File: src/rtl/hazard_fwd_unit.sv
// Hazard, forwarding and branch-flush controller for the pipelined MIPS data path.
// Keeps a small scoreboard of EX..WB and drives load-use stalls, ALU forward selects, squash and event counters.
module hazard_fwd_unit #(
  parameter int  DEPTH      = 3,
  parameter int  REG_ADDR_W = 5,
  parameter int  LOAD_READY = 3,
  parameter int  BR_STAGE   = 2,
  parameter int  CNT_W      = 16,
  localparam int SEL_W      = $clog2(DEPTH + 1)
) (
  input  logic                  Clk,
  input  logic                  Reset,
  input  logic                  id_valid,
  input  logic [REG_ADDR_W-1:0] id_rs,
  input  logic [REG_ADDR_W-1:0] id_rt,
  input  logic                  id_uses_rs,
  input  logic                  id_uses_rt,
  input  logic                  id_reg_write,
  input  logic                  id_mem_read,
  input  logic [REG_ADDR_W-1:0] id_dst,
  input  logic                  branch_taken,
  output logic                  stall,
  output logic                  flush_ifid,
  output logic                  flush_idex,
  output logic [DEPTH-1:0]      kill,
  output logic [SEL_W-1:0]      fwd_a_sel,
  output logic [SEL_W-1:0]      fwd_b_sel,
  output logic [CNT_W-1:0]      stall_count,
  output logic [CNT_W-1:0]      flush_count
);

  typedef struct packed {
    logic                  valid;
    logic                  reg_write;
    logic                  mem_read;
    logic [REG_ADDR_W-1:0] dst;
  } slot_t;

  slot_t                 slot_q [1:DEPTH];
  slot_t                 slot_d [1:DEPTH];
  logic [REG_ADDR_W-1:0] ex_rs_q, ex_rs_d, ex_rt_q, ex_rt_d;
  logic                  ex_use_rs_q, ex_use_rs_d, ex_use_rt_q, ex_use_rt_d;
  logic [CNT_W-1:0]      stall_count_q, stall_count_d, flush_count_q, flush_count_d;
  logic                  load_use;
  logic                  bubble;

  // A slot produces register r for a consumer that actually reads r; $0 is never a real producer.
  function automatic logic hits(slot_t s, logic [REG_ADDR_W-1:0] r, logic used);
    return used && s.valid && (s.dst == r) && (s.dst != '0);
  endfunction

  always_comb begin
    // NOTE: every signal written here gets a default first, so no path can infer a latch.
    load_use = 1'b0;
    for (int k = 1; k <= LOAD_READY - 2; k++) begin
      if (slot_q[k].mem_read &&
          (hits(slot_q[k], id_rs, id_uses_rs) || hits(slot_q[k], id_rt, id_uses_rt)))
        load_use = 1'b1;
    end
    stall      = !Reset && !branch_taken && id_valid && load_use;
    flush_ifid = !Reset && branch_taken;
    flush_idex = flush_ifid;
    kill       = '0;
    for (int k = 1; k <= BR_STAGE - 1; k++) kill[k-1] = flush_ifid;

    fwd_a_sel = '0;
    fwd_b_sel = '0;
    if (!Reset) begin
      // Oldest first, so the youngest matching producer is the last one written.
      for (int k = DEPTH; k >= 2; k--) begin
        if (slot_q[k].reg_write && hits(slot_q[k], ex_rs_q, ex_use_rs_q)) fwd_a_sel = SEL_W'(k);
        if (slot_q[k].reg_write && hits(slot_q[k], ex_rt_q, ex_use_rt_q)) fwd_b_sel = SEL_W'(k);
      end
    end
  end

  always_comb begin
    bubble = stall || flush_idex;
    if (bubble) begin
      slot_d[1]   = '0;
      ex_rs_d     = '0;
      ex_rt_d     = '0;
      ex_use_rs_d = 1'b0;
      ex_use_rt_d = 1'b0;
    end else begin
      slot_d[1].valid     = id_valid;
      slot_d[1].reg_write = id_reg_write;
      slot_d[1].mem_read  = id_mem_read;
      slot_d[1].dst       = id_dst;
      ex_rs_d             = id_rs;
      ex_rt_d             = id_rt;
      ex_use_rs_d         = id_uses_rs;
      ex_use_rt_d         = id_uses_rt;
    end
    for (int k = 2; k <= DEPTH; k++) slot_d[k] = kill[k-2] ? '0 : slot_q[k-1];

    stall_count_d = stall_count_q;
    if (stall && (stall_count_q != '1)) stall_count_d = stall_count_q + CNT_W'(1);
    flush_count_d = flush_count_q;
    if (flush_ifid && (flush_count_q != '1)) flush_count_d = flush_count_q + CNT_W'(1);
  end

  always_ff @(posedge Clk or posedge Reset) begin
    if (Reset) begin
      // NOTE: the scoreboard is a few flops rather than a RAM, so every slot is cleared on reset.
      slot_q        <= '{default: '0};
      ex_rs_q       <= '0;
      ex_rt_q       <= '0;
      ex_use_rs_q   <= 1'b0;
      ex_use_rt_q   <= 1'b0;
      stall_count_q <= '0;
      flush_count_q <= '0;
    end else begin
      // NOTE: non-blocking, so every slot captures its neighbour's pre-edge value.
      slot_q        <= slot_d;
      ex_rs_q       <= ex_rs_d;
      ex_rt_q       <= ex_rt_d;
      ex_use_rs_q   <= ex_use_rs_d;
      ex_use_rt_q   <= ex_use_rt_d;
      stall_count_q <= stall_count_d;
      flush_count_q <= flush_count_d;
    end
  end

  assign stall_count = stall_count_q;
  assign flush_count = flush_count_q;

endmodule

File: config.mk
export PLATFORM = sky130hd
export DESIGN_NAME = hazard_fwd_unit
export DESIGN_NICKNAME = d
export VERILOG_FILES = /design/src/rtl/hazard_fwd_unit.sv
export SDC_FILE = /design/constraint.sdc
export NUM_CORES = 1
export LEC_CHECK = 0
export CAP_MARGIN = 5
export CORE_ASPECT_RATIO = 0.75
export CORE_MARGIN = 8
export CORE_UTILIZATION = 47
export CTS_CLUSTER_DIAMETER = 200
export CTS_CLUSTER_SIZE = 28
export DETAILED_ROUTE_END_ITERATION = 10
export GPL_TIMING_DRIVEN = 1
export PLACE_DENSITY = 0.8
export SYNTH_ARGS = -nofsm -noshare
export SYNTH_HDL_FRONTEND = slang
export SYNTH_SLANG_ARGS = --single-unit
File: constraint.sdc
create_clock -name Clk -period 4.8 [get_ports Clk]
set_input_delay 0.48 -clock Clk [delete_from_list [all_inputs] [get_ports Clk]]
set_output_delay 0.48 -clock Clk [all_outputs]
set_load 0.05 [all_outputs]
==> impl_metrics.yaml <==
critical_path:
  cp-startpoint: "slot_d[1]"
  arrival_ns: 2.83
  endpoint: "fwd_a_sel[0]"
  crit_path_frequent_cell: "nor3_1"
  path_depth: 5
  r2r_cells: 6
  r2r-end: "stall_count[1]"
  worstSetupPathType: "reg -> out"
  r2r_slack_ns: 2.59
  cp-end-kind: "output pin"
  critPathMaxFanout: 4
  critPathRequiredTime_ns: 4.32
  path_buf_inv: 1
  cpPeakStageDelay_ns: 0.84
  cp_cell_sequence: "or4_1 > o211ai_1 > nor3_1 > nor3_1 > clkdlybuf4s50_1"
  crit_family: "simple AND/OR/NAND/NOR gates"
  rr_startpoint: "slot_q[17]"
  crit_slowest_cell: "clkdlybuf4s50_1"
  worst_setup_path_start_kind: "flop"
layout:
  n_antenna_cell: 0
  area_growth_syn_to_layout_pct: 30.8
  multiInputGateArea_mm2: 0.00136
  final_nets: 365
  drive_gt1_share_pct: 8.99
  seqCellArea_mm2: 0.00165
  n_fill_cell: 485
  final_common_cell: "dfrtp_1"
  final_cell_mix: "dfrtp_1, clkdlybuf4s50_1, xnor2_1"
clock_network:
  h-tree-depth: 3
  clk_latency_ns: 0.34
  cts.sinks: 66
  cts_buffers: 9
  cts-resized-gates: 0
  post_cts_buffers: 0
  cts_tree: "built"
  holdBufCountCts: 0
  clock_path_buffers: 2
  cts_root_buf: "clkbuf_8"
  path_clk_slew_ns: 0.07
drt:
  viasPerCell: 5.09
  drt-total-wl_um: 6920
  drc: 0
  drtPass1Iterations: 5
  first_iter_violations: 136
  routedWlPerCell_um: 16.2
  postRouteAntennaNets: 0
  num_vias: 2169
floorplanning:
  start_util_pct: 48.7
  row_count: 25
  die_area_mm2: 0.00942
  core-area_mm2: 0.00632
  die_h_um: 86.1
  ios: 65
  die_width_um: 109
power_and_ir_drop:
  power.leakage_uw: 0.00172
  cellPowerDensity_mw_per_mm2: 368
  fin_total_pwr_uw: 1480
  ir_worst_vdd_mv: 0.339
synth:
  yosys_register_bits: 66
  synth_edf_count: 0
  avgSynthCellArea_um2: 11.4
  yosysWarnings: 0
  seq_area_frac_synth_pct: 53.6
  synth_top_family_by_area: "simple AND/OR/NAND/NOR gates"
  netlist_area_mm2: 0.00308
  synthSimpleGateAreaFrac_pct: 22.4
  synthXorXnorAreaFrac_pct: 17.1
  synth.area.mux_share_pct: 0.731
  synth_top_area_share_pct: 53.6
  yosys.area.top_type: "dfrtp_1"
  synth_ff_type: "dfrtp_1"
  synth_compound_area_share_pct: 2.89
  async_reset_ff_share_pct: 100
  ys_types: 38
  synthAdderAreaFrac_pct: 0.813
  ys_top_cells_by_area: "dfrtp_1, xnor2_1, and2_1"
  syn_inst: 270
place:
  routabilityCongestion: 0.851
  io_buffers: 62
  dp_hpwl_um: 5090
global_route:
  met1_usage_pct: 18.6
  grt_pass1_vias: 2310
  busiest_layer: "met2"
  antenna_found_initial: 0
  grt_overflow_total: 0
  grtUsageMet2_pct: 25.2
  grt_pass1_wl_um: 11600
  grt_use_total_pct: 15.7
  grt_use_met3_pct: 6.74
  grt_max_degree: 67
timing:
  finalMaxSlewViolations: 0
  final.setup.tns_ns: 0
  min_period_ns: 3.31
  finalHoldViolations: 0
  max_slew_margin_pct: 47.3
  fmax_mhz: 302
  rsz0062_at_grt: "no"
  worstMarginPinSlew_ns: 0.790
  fin_crit_sh_pct: 68.9
  finClkSkew_ns: 0.00645
  setup_viol: 0
status:
  status: "finished, final reports clean"
hold_path:
  hold_class: "reg -> reg"
  hold_start: "slot_d[7]"
job:
  max_cap_viol_count: 0
## per-layer routing
| layer | up-vias | routed length, µm |
|---|---|---|
| li1 | 1063 | - |
| met1 | 1045 | 3050 |
| met2 | 53 | 3380 |
| met3 | 8 | 422 |
| met4 | 0 | 65 |
| met5 | - | 0 |
## cell type report
cell class	instances	area share [%]
multi-input combinational	191	33.7
clock buffer	10	3.17
clock inverter	6	2.86
sequential	66	41.0
timing repair buffer	66	16.2
tap	81	2.52
inverter	6	0.559
## cell families after synthesis
kind of cell,Yosys count
compound gates,12
mux,2
xor+xnor,60
other cells,1
buf+inv,14
simple gates,113
flops,66
fa+ha+maj,2
## registers in the layout, indices dropped and copies added (netlist names)
name	flops
flush_count	16
stall_count	16
slot_q	15
slot_d	7
ex_rs_q	5
ex_rt_q	5
ex_use_rs_q	1
ex_use_rt_q	1
## synth_stat cells (2+ instances only)
master	count
nor2_1	10
buf_4	4
xor2_1	16
and3_1	9
a21oi_1	2
and4_1	4
o211ai_1	3
nand2_1	12
o21ai_2	2
dfrtp_1	66
buf_2	4
nand3_1	17
nand4_1	12
and2_1	28
mux2_1	2
inv_2	2
or4_1	2
nor4_1	3
inv_1	4
ha_1	2
xnor2_1	44
nor3_1	6
## metrics by stage
stage,utilization (%),cells,instance area [µm²],setup WS (ns),hold slack [ns]
after CTS,63.6,425,4020,1.47,0.390
after global placement,59.8,409,3780,1.72,0.373
after detailed placement,59.8,409,3780,1.70,0.373
after global routing,63.7,426,4030,1.34,0.407
after floorplan,-,271,3080,1.37,0.354
final,63.7,426,4030,1.49,0.390
## report_power, final
part | internal [µW] | total, µW | leakage [µW] | switching [µW]
combinational | 110 | 271 | 0.000746 | 161
sequential | 598 | 653 | 0.000856 | 55.1
clock | 347 | 556 | 0.000117 | 210
## worst min path at each step
| stage | to | slack, ns | cells past startpoint |
|---|---|---|---|
| global route | slot_q[7] | 0.41 | 0 |
| detailed placement | slot_q[7] | 0.37 | 0 |
| floorplan | slot_q[7] | 0.35 | 0 |
| global placement | slot_q[7] | 0.37 | 0 |
| finish | slot_q[7] | 0.39 | 0 |
| CTS | slot_q[7] | 0.39 | 0 |
Note: power is estimated with default switching activity, not from simulation.
